### src/rtl/gpp_dec_pkg.sv
// Shared definitions for the processor-control decoders: mode encodings and
// the MSB-first one-hot helper (code 0 lights the top bit).
package gpp_dec_pkg;

    localparam logic MODE_DECODE = 1'b0;
    localparam logic MODE_STEP   = 1'b1;

    localparam int ONEHOT_MAX_N = 8;

    // Bits above 2**n-1 stay zero; out-of-range codes give an all-zero result.
    function automatic logic [2**ONEHOT_MAX_N-1:0] onehot_msb(
        input logic [ONEHOT_MAX_N-1:0] sel,
        input int                      n
    );
        logic [2**ONEHOT_MAX_N-1:0] code;
        code = '0;
        if (int'(sel) <= (2**n - 1)) begin
            code[(2**n - 1) - int'(sel)] = 1'b1;
        end
        return code;
    endfunction

endpackage

### src/rtl/dec_onehot_msb.sv
// Combinational N-to-2^N decoder with enable, MSB-first: sel=0 drives the
// top output bit, sel=2**N-1 drives bit 0.
module dec_onehot_msb #(
    parameter int N = 3
) (
    input  logic [N-1:0]      sel,
    input  logic              en,
    output logic [2**N-1:0]   y
);

    genvar gi;
    generate
        for (gi = 0; gi < 2**N; gi++) begin : g_bit
            assign y[gi] = en && (sel == N'(2**N - 1 - gi));
        end
    endgenerate

endmodule

### src/rtl/step_dec_seq.sv
// Registered one-hot decoder with a built-in control-step counter. Decode mode
// captures w; step mode counts T0..T(LAST_STEP) with clear/load/step priority.
module step_dec_seq
    import gpp_dec_pkg::*;
#(
    parameter int N         = 3,
    parameter int LAST_STEP = 2**N - 1,
    parameter bit WRAP      = 1'b1
) (
    input  logic               Clock,
    input  logic               Resetn,
    input  logic               Mode,
    input  logic               En,
    input  logic [N-1:0]       w,
    input  logic               Clear,
    input  logic               Load,
    input  logic [N-1:0]       LdVal,
    input  logic               Step,
    output logic [2**N-1:0]    y,
    output logic [N-1:0]       Count,
    output logic               Last,
    output logic               Wrapped
);

    generate
        if (LAST_STEP > 2**N - 1 || LAST_STEP < 0) begin : g_bad_last_step
            $error("step_dec_seq: LAST_STEP must lie in 0..2**N-1");
        end
    endgenerate

    localparam logic [N-1:0] LAST_SEL = N'(LAST_STEP);

    logic [N-1:0]    sel_reg;
    logic [N-1:0]    sel_next;
    logic [2**N-1:0] y_reg;
    logic [2**N-1:0] y_next;
    logic            last_reg;
    logic            wrapped_reg;
    logic            wrap_hit;

    // Priority Clear > Load > Step > hold; decode mode simply follows w.
    // A sel left above LAST_STEP by a mode switch is treated like LAST_STEP
    // for the wrap/saturate decision.
    always_comb begin
        sel_next = sel_reg;
        if (Clear) begin
            sel_next = '0;
        end else if (Mode == MODE_DECODE) begin
            sel_next = w;
        end else if (Load) begin
            sel_next = (LdVal > LAST_SEL) ? LAST_SEL : LdVal;
        end else if (Step) begin
            if (sel_reg < LAST_SEL) begin
                sel_next = sel_reg + 1'b1;
            end else if (WRAP) begin
                sel_next = '0;
            end
        end
    end

    assign wrap_hit = (Mode == MODE_STEP) && Step && !Clear && !Load
                      && WRAP && (sel_reg == LAST_SEL);

    dec_onehot_msb #(.N(N)) u_dec (
        .sel (sel_next),
        .en  (En),
        .y   (y_next)
    );

    // y, Count and Last are all loaded from sel_next so they never skew.
    always_ff @(posedge Clock or negedge Resetn) begin
        if (!Resetn) begin
            sel_reg     <= '0;
            y_reg       <= '0;
            last_reg    <= 1'b0;
            wrapped_reg <= 1'b0;
        end else begin
            sel_reg     <= sel_next;
            y_reg       <= y_next;
            last_reg    <= (Mode == MODE_STEP) && (sel_next == LAST_SEL);
            wrapped_reg <= wrap_hit;
        end
    end

    assign y       = y_reg;
    assign Count   = sel_reg;
    assign Last    = last_reg;
    assign Wrapped = wrapped_reg;

endmodule
### config.mk
export PLATFORM = sky130hd
export DESIGN_NAME = step_dec_seq
export DESIGN_NICKNAME = d
export VERILOG_FILES = /design/src/rtl/gpp_dec_pkg.sv /design/src/rtl/dec_onehot_msb.sv /design/src/rtl/step_dec_seq.sv
export SDC_FILE = /design/constraint.sdc
export NUM_CORES = 1
export LEC_CHECK = 0
export CAP_MARGIN = 20
export CORE_UTILIZATION = 42
export CTS_CLUSTER_SIZE = 20
export DETAILED_ROUTE_END_ITERATION = 10
export DONT_BUFFER_PORTS = 1
export PLACE_DENSITY_LB_ADDON = 0.12
export SLEW_MARGIN = 10
export SYNTH_ARGS = -nofsm -noshare
export SYNTH_HDL_FRONTEND = slang
export SYNTH_SLANG_ARGS = --single-unit
### constraint.sdc
create_clock -name Clock -period 1.8 [get_ports Clock]
set_input_delay 0.09 -clock Clock [delete_from_list [all_inputs] [get_ports Clock]]
set_output_delay 0.09 -clock Clock [all_outputs]
set_load 0.02 [all_outputs]
==> flow_metrics.py <==
metrics = {
    "final_layout": {
        "multiInputGateArea_um2": 340,
        "drive_gt1_frac": 0.238,
        "nets": 79,
        "instances_no_fill": 79,
        "final_area_um2": 785,
        "syn_to_final_growth_pct": 14.4,
        "layout_commonest_cell": "dfrtp_1",
        "ff_latch_area_um2": 325,
        "antenna_cells": 0,
        "fin_util": 0.515,
        "n_fill_cell": 134,
        "final_cell_mix": "dfrtp_1 (13), dlygate4sd3_1 (5), nand2b_1 (3), and4_1 (3), clkbuf_4 (3)",
        "largest_reg_flops": 8,
    },
    "floorplan": {
        "start_util": 0.450,
        "rows": 14,
        "die_h_um": 42.4,
        "io_pins": 26,
        "fp.dieW_um": 42.4,
        "coreArea_um2": 1520,
        "dieArea_um2": 1800,
    },
    "outcome": {
        "outcome": "completed",
    },
    "timing": {
        "tightest_slew_ns": 0.572,
        "setup_ws_ns": 0.0727,
        "period_needed_ns": 1.73,
        "relSlewSlack": 0.617,
        "setup_viol": 0,
        "clock_skew_ns": 0.00202,
        "drv_slew": 0,
        "max_freq_mhz": 579,
        "setup_tns_ns": 0,
        "worst_hold_slack_ns": 0.00820,
        "period_share": 0.960,
        "rsz0062_at_grt": "no",
        "report.final.hold_viol_count": 0,
    },
    "critical_path": {
        "crit_arrival_ns": 1.91,
        "cp_num_buf_inv": 0,
        "crit_path_start_kind": "flip-flop",
        "crit_slowest_cell": "dfrtp_1",
        "worst-setup-path-type": "flip-flop to flip-flop",
        "path_delay_family": "adder cells",
        "path_cells": "ha_1 > ha_1 > a311oi_2 > nor3_4 > nor4_2",
        "cp_max_fo": 10,
        "cp_slowest_stage_delay_ns": 0.40,
        "end_kind": "flip-flop",
        "crit_path_frequent_cell": "ha_1",
        "critical_path_required_ns": 1.98,
    },
    "clocking": {
        "cts_tree": "built",
        "cts_buffers": 3,
        "clk_latency_ns": 0.27,
        "cts_setup_buffers": 0,
        "ctsResizeCount": 0,
        "clk_pin_slew_ns": 0.08,
        "h-tree-depth": 1,
        "cts_root_buffer": "clkbuf_4",
        "cts_sinks": 13,
        "clockBufferDepth": 2,
    },
    "drt": {
        "totalWireLength_mm": 1.40,
        "ant_nets": 0,
        "drt_iter0_drc": 2,
        "first_pass_iters": 3,
        "via_per_inst": 5.97,
        "drc_errors": 0,
        "vias": 472,
        "wl_per_cell_um": 17.7,
    },
    "global_routing": {
        "grt_pass1_wl_mm": 2.26,
        "antenna_found_initial": 0,
        "grt_max_degree": 14,
        "overflow": 0,
        "globalRouteTotalUtil": 0.174,
        "grt_pass1_vias": 497,
    },
    "logic_synthesis": {
        "synthCells": 54,
        "synth_nets": 69,
        "yosys_warnings": 0,
        "ys_async_sr_fraction": 1.00,
        "synth_area_per_cell_um2": 12.7,
        "synth_edf_count": 0,
        "synth-main-ff-cell": "dfrtp_1",
        "synth_seq_cells": 13,
        "ys_types": 32,
        "yosysSeqAreaShare": 0.474,
        "syn_area_um2": 686,
    },
    "power": {
        "power_uw": 603,
        "peakVddDrop_mv": 0.452,
        "leakage_nw": 0.358,
        "p_per_area_nw_per_um2": 768,
    },
    "job": {
        "maxCapViolations": 0,
    },
    "worst_hold_path": {
        "min_path_type": "input port to flip-flop",
    },
    "placement": {
        "gp_congestion": 0.800,
        "place_hpwl_mm": 1.01,
        "pre_cts_ws_ns": 0.162,
        "place_inst": 70,
        "dpl-instance-area_um2": 708,
        "io_buffers": 0,
    },
}
[what timing repair did]
action	4_1_cts	5_1_grt
setup endpoints to repair	0	0
hold buffers	5	0
hold endpoints to repair	24	0
[where the power goes]
part	leakage (nW)	internal (mW)	switching (mW)
sequential	0.176	0.303	0.0172
clock	0.0150	0.0859	0.0920
combinational	0.166	0.0458	0.0591
[final cells by class]
type / instances / area share
flip-flops and latches: 13 / 0.415
multi-input cells: 37 / 0.434
inverters: 2 / 0.00957
repair buffers: 7 / 0.0829
clock buffers: 4 / 0.0335
well taps: 16 / 0.0255
[worst register-to-register path, cell delays in order, from the launching register on]
cell,delay (ns)
dfrtp_1,0.40
ha_1,0.21
ha_1,0.29
a311oi_2,0.36
nor3_4,0.11
nor4_2,0.27
[cells in the mapped netlist (2+ instances only)]
cell      number  area [um2]
o211ai_2       2        25.0
ha_1           2        25.0
and4b_1        2        20.0
dfrtp_1       13         325
inv_1          2        7.51
nand3_1        2        10.0
and4_1         3        26.3
nand2_1        2        7.51
nand2b_1       3        18.8
[per-layer routing]
layer / wire [um] / vias to the layer above / global-route usage
li1: - / 218 / -
met1: 576 / 227 / 0.189
met2: 695 / 24 / 0.305
met3: 115 / 3 / 0.0862
met4: 11 / 0 / 0.0375
met5: 0 / - / 0
[path summary, 6_finish.rpt]
kind | start | to | slack [ns] | cells past startpoint
setup reg to reg | Count[0] | y[6] | 0.07 | 5
hold reg to reg | Count[2] | Wrapped | 0.86 | 3
setup / recovery | Count[0] | y[6] | 0.07 | 5
max in group asynchronous | Resetn | Wrapped | 1.18 | 1
min in group asynchronous | Resetn | y[0] | 0.25 | 1
hold / removal | Mode | Count[1] | 0.008 | 2
[cells by family (layout without fill, tap and decap cells)]
kind of cell	after synthesis	after routing	share of synthesized area
and+or+nand+nor	24	24	0.292
DFF	13	13	0.474
AOI/OAI and AO/OA	9	9	0.133
buffers and inverters	4	13	0.0292
adders and majority gates	2	2	0.0365
xor gates and xnor gates	1	1	0.0128
muxes	1	1	0.0219
No activity file was read; power rests on OpenSTA's default activity.
